[src/rtl/seq_det_pkg.sv]
// Shared definitions for the parametrised serial pattern detector.
// Pattern width limits, fill-counter sizing and detection mode labels.
package seq_det_pkg;

    localparam int PAT_W_MIN = 2;
    localparam int PAT_W_MAX = 16;
    localparam int CNT_W_MIN = 1;
    localparam int CNT_W_MAX = 32;

    typedef enum logic {
        NON_OVERLAP = 1'b0,
        OVERLAP     = 1'b1
    } mode_e;

    // fill counts up to pat_w-1, which always fits in clog2(pat_w) bits
    function automatic int fill_width(input int pat_w);
        return (pat_w <= 2) ? 1 : $clog2(pat_w);
    endfunction

endpackage

[src/rtl/sat_counter.sv]
// Saturating up-counter with synchronous clear.
// Clear is applied first, so clr and inc together yield a count of one.
module sat_counter #(
    parameter int W = 8
) (
    input  logic         clk,
    input  logic         rst_n,
    input  logic         inc,
    input  logic         clr,
    output logic [W-1:0] count
);

    logic [W-1:0] base;
    logic [W-1:0] count_nxt;

    always_comb begin
        base      = clr ? '0 : count;
        count_nxt = base;
        if (inc && (base != '1)) begin
            count_nxt = base + W'(1);
        end
    end

    always_ff @(posedge clk or negedge rst_n) begin
        if (!rst_n) begin
            count <= '0;
        end else begin
            count <= count_nxt;
        end
    end

endmodule

[src/rtl/seq_detector_param.sv]
// Parametrised serial bit-pattern detector with Mealy match output,
// runtime-loadable pattern, overlap control and saturating match count.
module seq_detector_param
    import seq_det_pkg::*;
#(
    parameter int               PAT_W       = 4,
    parameter logic [PAT_W-1:0] PAT_DEFAULT = 4'b1010,
    parameter int               CNT_W       = 8
) (
    input  logic             clk,
    input  logic             rst_n,
    input  logic             in_valid,
    input  logic             in_bit,
    input  logic             overlap_en,
    input  logic             pat_load,
    input  logic [PAT_W-1:0] pat_in,
    input  logic             cnt_clr,
    output logic             match,
    output logic             match_r,
    output logic [CNT_W-1:0] match_count,
    output logic [PAT_W-1:0] pattern
);

    localparam int             FW       = fill_width(PAT_W);
    localparam logic [FW-1:0]  FILL_MAX = FW'(PAT_W - 1);

    if (PAT_W < PAT_W_MIN || PAT_W > PAT_W_MAX) begin : g_bad_pat_w
        $error("PAT_W out of range");
    end
    if (CNT_W < CNT_W_MIN || CNT_W > CNT_W_MAX) begin : g_bad_cnt_w
        $error("CNT_W out of range");
    end

    logic [PAT_W-2:0] hist;
    logic [PAT_W-2:0] hist_nxt;
    logic [FW-1:0]    fill;
    logic [FW-1:0]    fill_nxt;
    logic [PAT_W-1:0] window;

    assign window = {hist, in_bit};

    always_comb begin
        match    = in_valid & ~pat_load & (fill == FILL_MAX)
                 & (window == pattern);
        hist_nxt = hist;
        fill_nxt = fill;
        if (pat_load) begin
            hist_nxt = '0;
            fill_nxt = '0;
        end else if (in_valid) begin
            // non-overlap restarts so no matched bit is reused
            if (match && !overlap_en) begin
                hist_nxt = '0;
                fill_nxt = '0;
            end else begin
                hist_nxt = window[PAT_W-2:0];
                fill_nxt = (fill == FILL_MAX) ? fill : fill + FW'(1);
            end
        end
    end

    always_ff @(posedge clk or negedge rst_n) begin
        if (!rst_n) begin
            hist    <= '0;
            fill    <= '0;
            pattern <= PAT_DEFAULT;
            match_r <= 1'b0;
        end else begin
            hist    <= hist_nxt;
            fill    <= fill_nxt;
            match_r <= match;
            if (pat_load) begin
                pattern <= pat_in;
            end
        end
    end

    sat_counter #(
        .W (CNT_W)
    ) u_cnt (
        .clk   (clk),
        .rst_n (rst_n),
        .inc   (match),
        .clr   (cnt_clr),
        .count (match_count)
    );

endmodule

[config.mk]
export PLATFORM = sky130hd
export DESIGN_NAME = seq_detector_param
export DESIGN_NICKNAME = d
export VERILOG_FILES = /design/src/rtl/seq_det_pkg.sv /design/src/rtl/sat_counter.sv /design/src/rtl/seq_detector_param.sv
export SDC_FILE = /design/constraint.sdc
export NUM_CORES = 1
export LEC_CHECK = 0
export CAP_MARGIN = 20
export CORE_ASPECT_RATIO = 1.25
export CORE_UTILIZATION = 30
export CTS_BUF_LIST = sky130_fd_sc_hd__clkbuf_2
export CTS_CLUSTER_DIAMETER = 100
export DETAILED_ROUTE_END_ITERATION = 10
export SLEW_MARGIN = 10
export SYNTH_ARGS = -nofsm -noshare
export SYNTH_HDL_FRONTEND = slang
export SYNTH_SLANG_ARGS = --single-unit
[constraint.sdc]
create_clock -name clk -period 2.2 [get_ports clk]
set_clock_uncertainty 0.15 [all_clocks]
set_input_delay 0.22 -clock clk [delete_from_list [all_inputs] [get_ports clk]]
set_output_delay 0.22 -clock clk [all_outputs]
set_load 0.005 [all_outputs]
==> reports/results.ini, run 1 <==
[floorplanning]
start_util_pct = 31.7
ios = 25
die_h_um = 67.5
die-area_um2 = 3670
die_x_um = 54.4
rows = 23
coreArea_um2 = 3250

[cts]
cts_root_buf = clkbuf_2
cts_buffer_depth = 2
clock_latency_ns = 0.30
htree_levels = 1
cts_tree = yes
path_clk_slew_ns = 0.18
holdBufCountCts = 0
cts_num_sinks = 18
cts_buffers = 3

[layout]
drive_gt1_share_pct = 26.0
antennaDiodeCount = 0
postLayoutCellArea_um2 = 1450
syn2layout_area_growth_pct = 40.5
layout_commonest_cell = clkdlybuf4s50_1
fin_nets = 145
layout_common_cells = 23 x clkdlybuf4s50_1, 16 x dfrtp_1, 13 x buf_4, 7 x nor2_1

[drt]
drc = 0
drtPass1Iterations = 4
first_iter_violations = 23
finalWirelength_um = 2230
via_per_inst = 4.97
wl_per_cell_um = 13.3
antenna_left = 0
routed-via-count = 835

[synthesis]
synth_area_leader_cell = dfrtp_1
synth_cell_types = 35
syn_nets = 106
synth_cells = 93
synth_seq_area_share_pct = 44.0
ys_seq_elements = 18
yosys_warnings = 0
synthTopCellsByArea = dfrtp_1 39%, dfstp_2 5.1%, mux2_1 4.4%, mux2_2 4.4%, xnor2_1 3.4%
yosys.area.top_type_share_pct = 38.9
synth.cell_area_um2 = 1030
syn_avg_cell_area_um2 = 11.1

[setup_path]
crit_fanout = 6
crit_type = reg -> reg
crit_path_end_kind = flip-flop
required_ns = 2.25
critPathLaunchType = flip-flop
crit_arrival_ns = 2.07
rrSetupSlack_ns = 0.18

[timing]
finalMaxSlewViolations = 0
hold_viol = 0
max_freq_ghz = 0.494
finalCritPeriodShare_pct = 91.9
fin_crit_ns = 2.02
tns_ns = 0
setup_viol = 0
slew_headroom_pct = 73.9
hold_ws_ns = 0.0645
rsz0062_at_grt = no
worstMarginPinSlew_ns = 0.388

[global_routing]
grtUsageMet3_pct = 2.25
grt.overflow.total = 0
grtUsageMet1_pct = 16.0
grtUsageTotal_pct = 14.6
grt_max_degree = 19
grt_pass1_vias = 903
grtUsageMet2_pct = 26.1
grt_pass1_wl_um = 3860
grt_antenna_before_repair = 0
top_usage_layer = met2

[placement]
port_buffers = 24
gp_congestion = 0.762
post_dp_cell_area_um2 = 1400
hpwlAfterDp_um = 1670

[power]
p_leak_uw = 0.000629
p_per_area_nw_per_um2 = 430
peakVddDrop_mv = 0.261

[min_path]
hp-class = in -> async

[outcome]
outcome = completed

[job]
drv_cap = 0

-- worst max-delay path, cell delays in order, from the launching register on --
cell	delay, ns
dfrtp_1	0.45
nor2b_1	0.16
ha_1	0.21
inv_1	0.12
nor4_4	0.06
buf_4	0.16
nor4_1	0.27
mux2_1	0.35
-- area by class of cell --
cell class / count / area (µm²)
Fill cell: 340 / 1810
Multi-Input combinational cell: 68 / 561
Sequential cell: 18 / 453
Timing Repair Buffer: 38 / 357
Tap cell: 37 / 46.3
Clock buffer: 3 / 15.0
Inverter: 3 / 11.3
Clock inverter: 1 / 3.75
-- state kept, by name, summed over array words and instances, names as in the netlist --
| name | flops |
|---|---|
| pattern | 4 |
| fill | 2 |
| hist | 3 |
| match_r | 1 |
| u_cnt.count | 8 |
-- logic make-up (layout without fill, tap and decap cells) --
group,Yosys count,count (layout),synth area share [%]
AND/OR/NAND/NOR,41,41,27.6
flip-flops,18,18,44.0
multiplexers,11,11,12.1
AO/OA/AOI/OAI,8,8,5.35
buffers and inverters,7,45,2.67
XOR/XNOR,6,6,5.83
adder cells (fa/ha/maj),2,2,2.43
-- where the power goes --
part | leakage (µW) | switching [µW] | internal, µW | total (µW)
sequential | 0.000238 | 10.7 | 347 | 357
clock | 0.0000140 | 106 | 39.5 | 145
combinational | 0.000377 | 49.4 | 70.2 | 120
total | 0.000629 | 166 | 456 | 622
-- metrics by stage --
step	total power, µW	setup slack [ns]	util [%]	cells
floorplan	416	0.259	-	93
global placement	472	-0.0704	42.9	161
detailed placement	476	-0.138	42.9	161
CTS	642	0.0833	44.3	168
global route	664	0.0477	44.5	168
finish	622	0.177	44.5	168
-- cells in the mapped netlist (all sizes together) --
| library cell | number |
|---|---|
| nor4 | 6 |
| or3 | 1 |
| nand3 | 5 |
| nor2 | 8 |
| mux2 | 9 |
| a21oi | 2 |
| inv | 3 |
| nand4b | 1 |
| nand2b | 5 |
| buf | 1 |
| nor3 | 3 |
| a21o | 1 |
| or2b | 1 |
| nor2b | 5 |
| nand3b | 2 |
| o311ai | 1 |
| nand4 | 1 |
| ha | 2 |
| dfrtp | 16 |
| nand2 | 2 |
| o32ai | 1 |
| dfstp | 2 |
| o22ai | 2 |
| mux2i | 2 |
| o31ai | 1 |
| xor2 | 1 |
| xnor2 | 5 |
| nor4b | 1 |
| clkbuf | 3 |
-- per-layer routing --
metal	up-vias	wire length [µm]
met5	-	0
met4	0	36
li1	411	-
met1	397	904
met2	23	1190
met3	4	95
-- what timing repair did --
item,in CTS,in global routing
buffers inserted,3,0
resized for setup,3,1
pin swaps,3,0
setup endpoints to repair,1,1
-- final timing paths --
path | from | end | depth (start not counted)
min | rst_n | u_cnt.count[2] | 2
max in group asynchronous | rst_n | pattern[1] | 2
max reg2reg | u_cnt.count[1] | u_cnt.count[4] | 7
min in group clk | pat_in[1] | pattern[1] | 2
max | u_cnt.count[1] | u_cnt.count[4] | 7
min reg2reg | hist[2] | hist[2] | 2
Power figures use the tool's default switching activity.
==> run 2: changes to the inputs <==
==> constraint.sdc (replaced) <==
create_clock -name clk -period 2.3 [get_ports clk]
set_clock_uncertainty 0.15 [all_clocks]
set_input_delay 0.23 -clock clk [delete_from_list [all_inputs] [get_ports clk]]
set_output_delay 0.23 -clock clk [all_outputs]
set_load 0.005 [all_outputs]
==> reports/results.ini, run 2 (synthesized netlist as in run 1, its figures left out) <==
[drt]
finalWirelength_um = 2100  ; -5.7%
wl_per_cell_um = 12.9  ; -2.8%
via_per_inst = 5.10  ; +2.6%
antenna_left = 0  ; unchanged
drtPass1Iterations = 4  ; unchanged
routed-via-count = 831  ; -0.48%
first_iter_violations = 17  ; -26%
drc = 0  ; unchanged

[timing]
layout_setup_ws_ns = 0.119  ; -0.0581 ns
tns_ns = 0  ; unchanged
slew_headroom_pct = 70.5  ; -3.4 points
fin_crit_ns = 2.18
finalMaxSlewViolations = 0  ; unchanged
setup_viol = 0  ; unchanged
worstMarginPinSlew_ns = 0.439  ; +0.0509 ns
finalCritPeriodShare_pct = 94.8
max_freq_ghz = 0.459
hold_viol = 0  ; unchanged

[power]
p_leak_uw = 0.000599  ; -4.7%
p_per_area_nw_per_um2 = 425  ; -1.2%
peakVddDrop_mv = 0.285  ; +8.9%

[layout]
layout_common_cells = 24 x clkdlybuf4s50_1, 16 x dfrtp_1, 9 x buf_4, 7 x nor2_1
top_regs = u_cnt.count x8, pattern x4, hist x3
drive_gt1_share_pct = 23.0  ; -2.9 points
finalNonFillerCells = 163  ; -3.0%
multiInputGateArea_um2 = 557  ; -0.67%
postLayoutCellArea_um2 = 1400  ; -3.5%
fin_nets = 140  ; -3.4%
antennaDiodeCount = 0  ; unchanged
largest_reg_flops = 8  ; unchanged
layout_commonest_cell = clkdlybuf4s50_1
syn2layout_area_growth_pct = 35.5
regMostFlops = u_cnt.count
regArea_um2 = 453  ; unchanged
final_util_pct = 42.9  ; -1.6 points
nFillCells = 338  ; -0.59%

[cts]
cts_tree = yes
clock_latency_ns = 0.30  ; about the same
path_clk_slew_ns = 0.18  ; about the same
cts_num_sinks = 18  ; unchanged
htree_levels = 1  ; unchanged
cts_buffers = 3  ; unchanged
cts_buffer_depth = 2  ; unchanged
cts_root_buf = clkbuf_2

[setup_path]
crit_fanout = 3  ; -3
crit_type = reg -> out
crit_arrival_ns = 1.80  ; -0.27 ns
required_ns = 1.92  ; -0.33 ns
crit_path_end_kind = output port
critPathLaunchType = flip-flop

[placement]
hpwlAfterDp_um = 1600  ; -4.4%
pre_cts_ws_ns = -0.0716  ; +0.0666 ns
post_dp_cell_area_um2 = 1360  ; -2.5%
gp_congestion = 0.769  ; +0.97%
dp.cells = 158  ; -1.9%
port_buffers = 24  ; unchanged

[global_routing]
grtUsageTotal_pct = 13.2  ; -1.4 points
grt_max_degree = 19  ; unchanged
grt.overflow.total = 0  ; unchanged
grt_pass1_wl_um = 3440  ; -11%
grt_antenna_before_repair = 0  ; unchanged
grt_pass1_vias = 792  ; -12%

[min_path]
hp-class = in -> async

[floorplanning]
start_util_pct = 31.7  ; unchanged
die_h_um = 67.5  ; unchanged
ios = 25  ; unchanged
die_x_um = 54.4  ; unchanged
coreArea_um2 = 3250  ; unchanged
die-area_um2 = 3670  ; unchanged
rows = 23  ; unchanged

[job]
drv_cap = 0  ; unchanged

[outcome]
outcome = completed

## run 2: changes by cell type in the layout (fill, tap and decap cells not counted)
cell             previous run  this run
clkdlybuf4s50_1            23        24
buf_12                      1         0
nand3_1                     5         4
nand3_2                     0         1
buf_4                      13         9
nor4_1                      3         4
clkinv_1                    1         0
dlygate4sd2_1               1         0
nor4_2                      2         1
ha_1                        1         2
ha_2                        1         0
clkbuf_2                    3         4
## run 2: final cells by class
cell class | instances | area share (%)
multi-input cells | 68 | 39.9
flip-flops and latches | 18 | 32.5
repair buffers | 33 | 22.1
well taps | 37 | 3.32
clock buffers | 4 | 1.43
inverters | 3 | 0.807
## run 2: through the flow
stage	hold slack, ns	power (µW)
after floorplan	-0.216	398
after global placement	0.383	450
after detailed placement	0.387	452
after CTS	0.0606	603
after global routing	0.0877	627
final	0.0813	593
## run 2: path summary, 6_finish.rpt
path	startpoint	to	slack (ns)	cells past startpoint
setup reg to reg	u_cnt.count[1]	u_cnt.count[3]	0.17	6
setup / recovery	pattern[1]	match	0.12	4
hold reg to reg	hist[2]	hist[2]	0.41	2
min in group clk	pat_in[0]	pattern[0]	0.38	2
hold / removal	rst_n	u_cnt.count[1]	0.08	2
max in group asynchronous	rst_n	pattern[3]	1.64	2
## run 2: repair_timing
| action | in CTS | in global routing |
|---|---|---|
| setup endpoints to repair | 1 | 1 |
| buffers inserted | 0 | 1 |
| resized for setup | 1 | 1 |
| gates cloned | 0 | 0 |
| pin swaps | 0 | 1 |
| hold buffers | 0 | 0 |
## run 2: worst max-delay path: stages, from the launching register on
cell	delay, ns
dfstp_2	0.58
xnor2_1	0.14
nand3_2	0.14
nor2_2	0.15
clkdlybuf4s50_1	0.51
## run 2: report_power, final
part           switching (µW)  total (µW)  internal (µW)  leakage (µW)
Clock                    96.8         143           46.1     0.0000166
Combinational            45.4         107           62.1      0.000345
Sequential               11.0         343            332      0.000238
Total                     153         593            440      0.000599
## run 2: layer usage
metal,wire length [µm],vias to the layer above,GRT usage [%]
met5,0,-,0
met4,14,0,6.09
met3,120,2,2.93
met2,1100,33,23.6
met1,869,398,14.3
li1,-,398,-
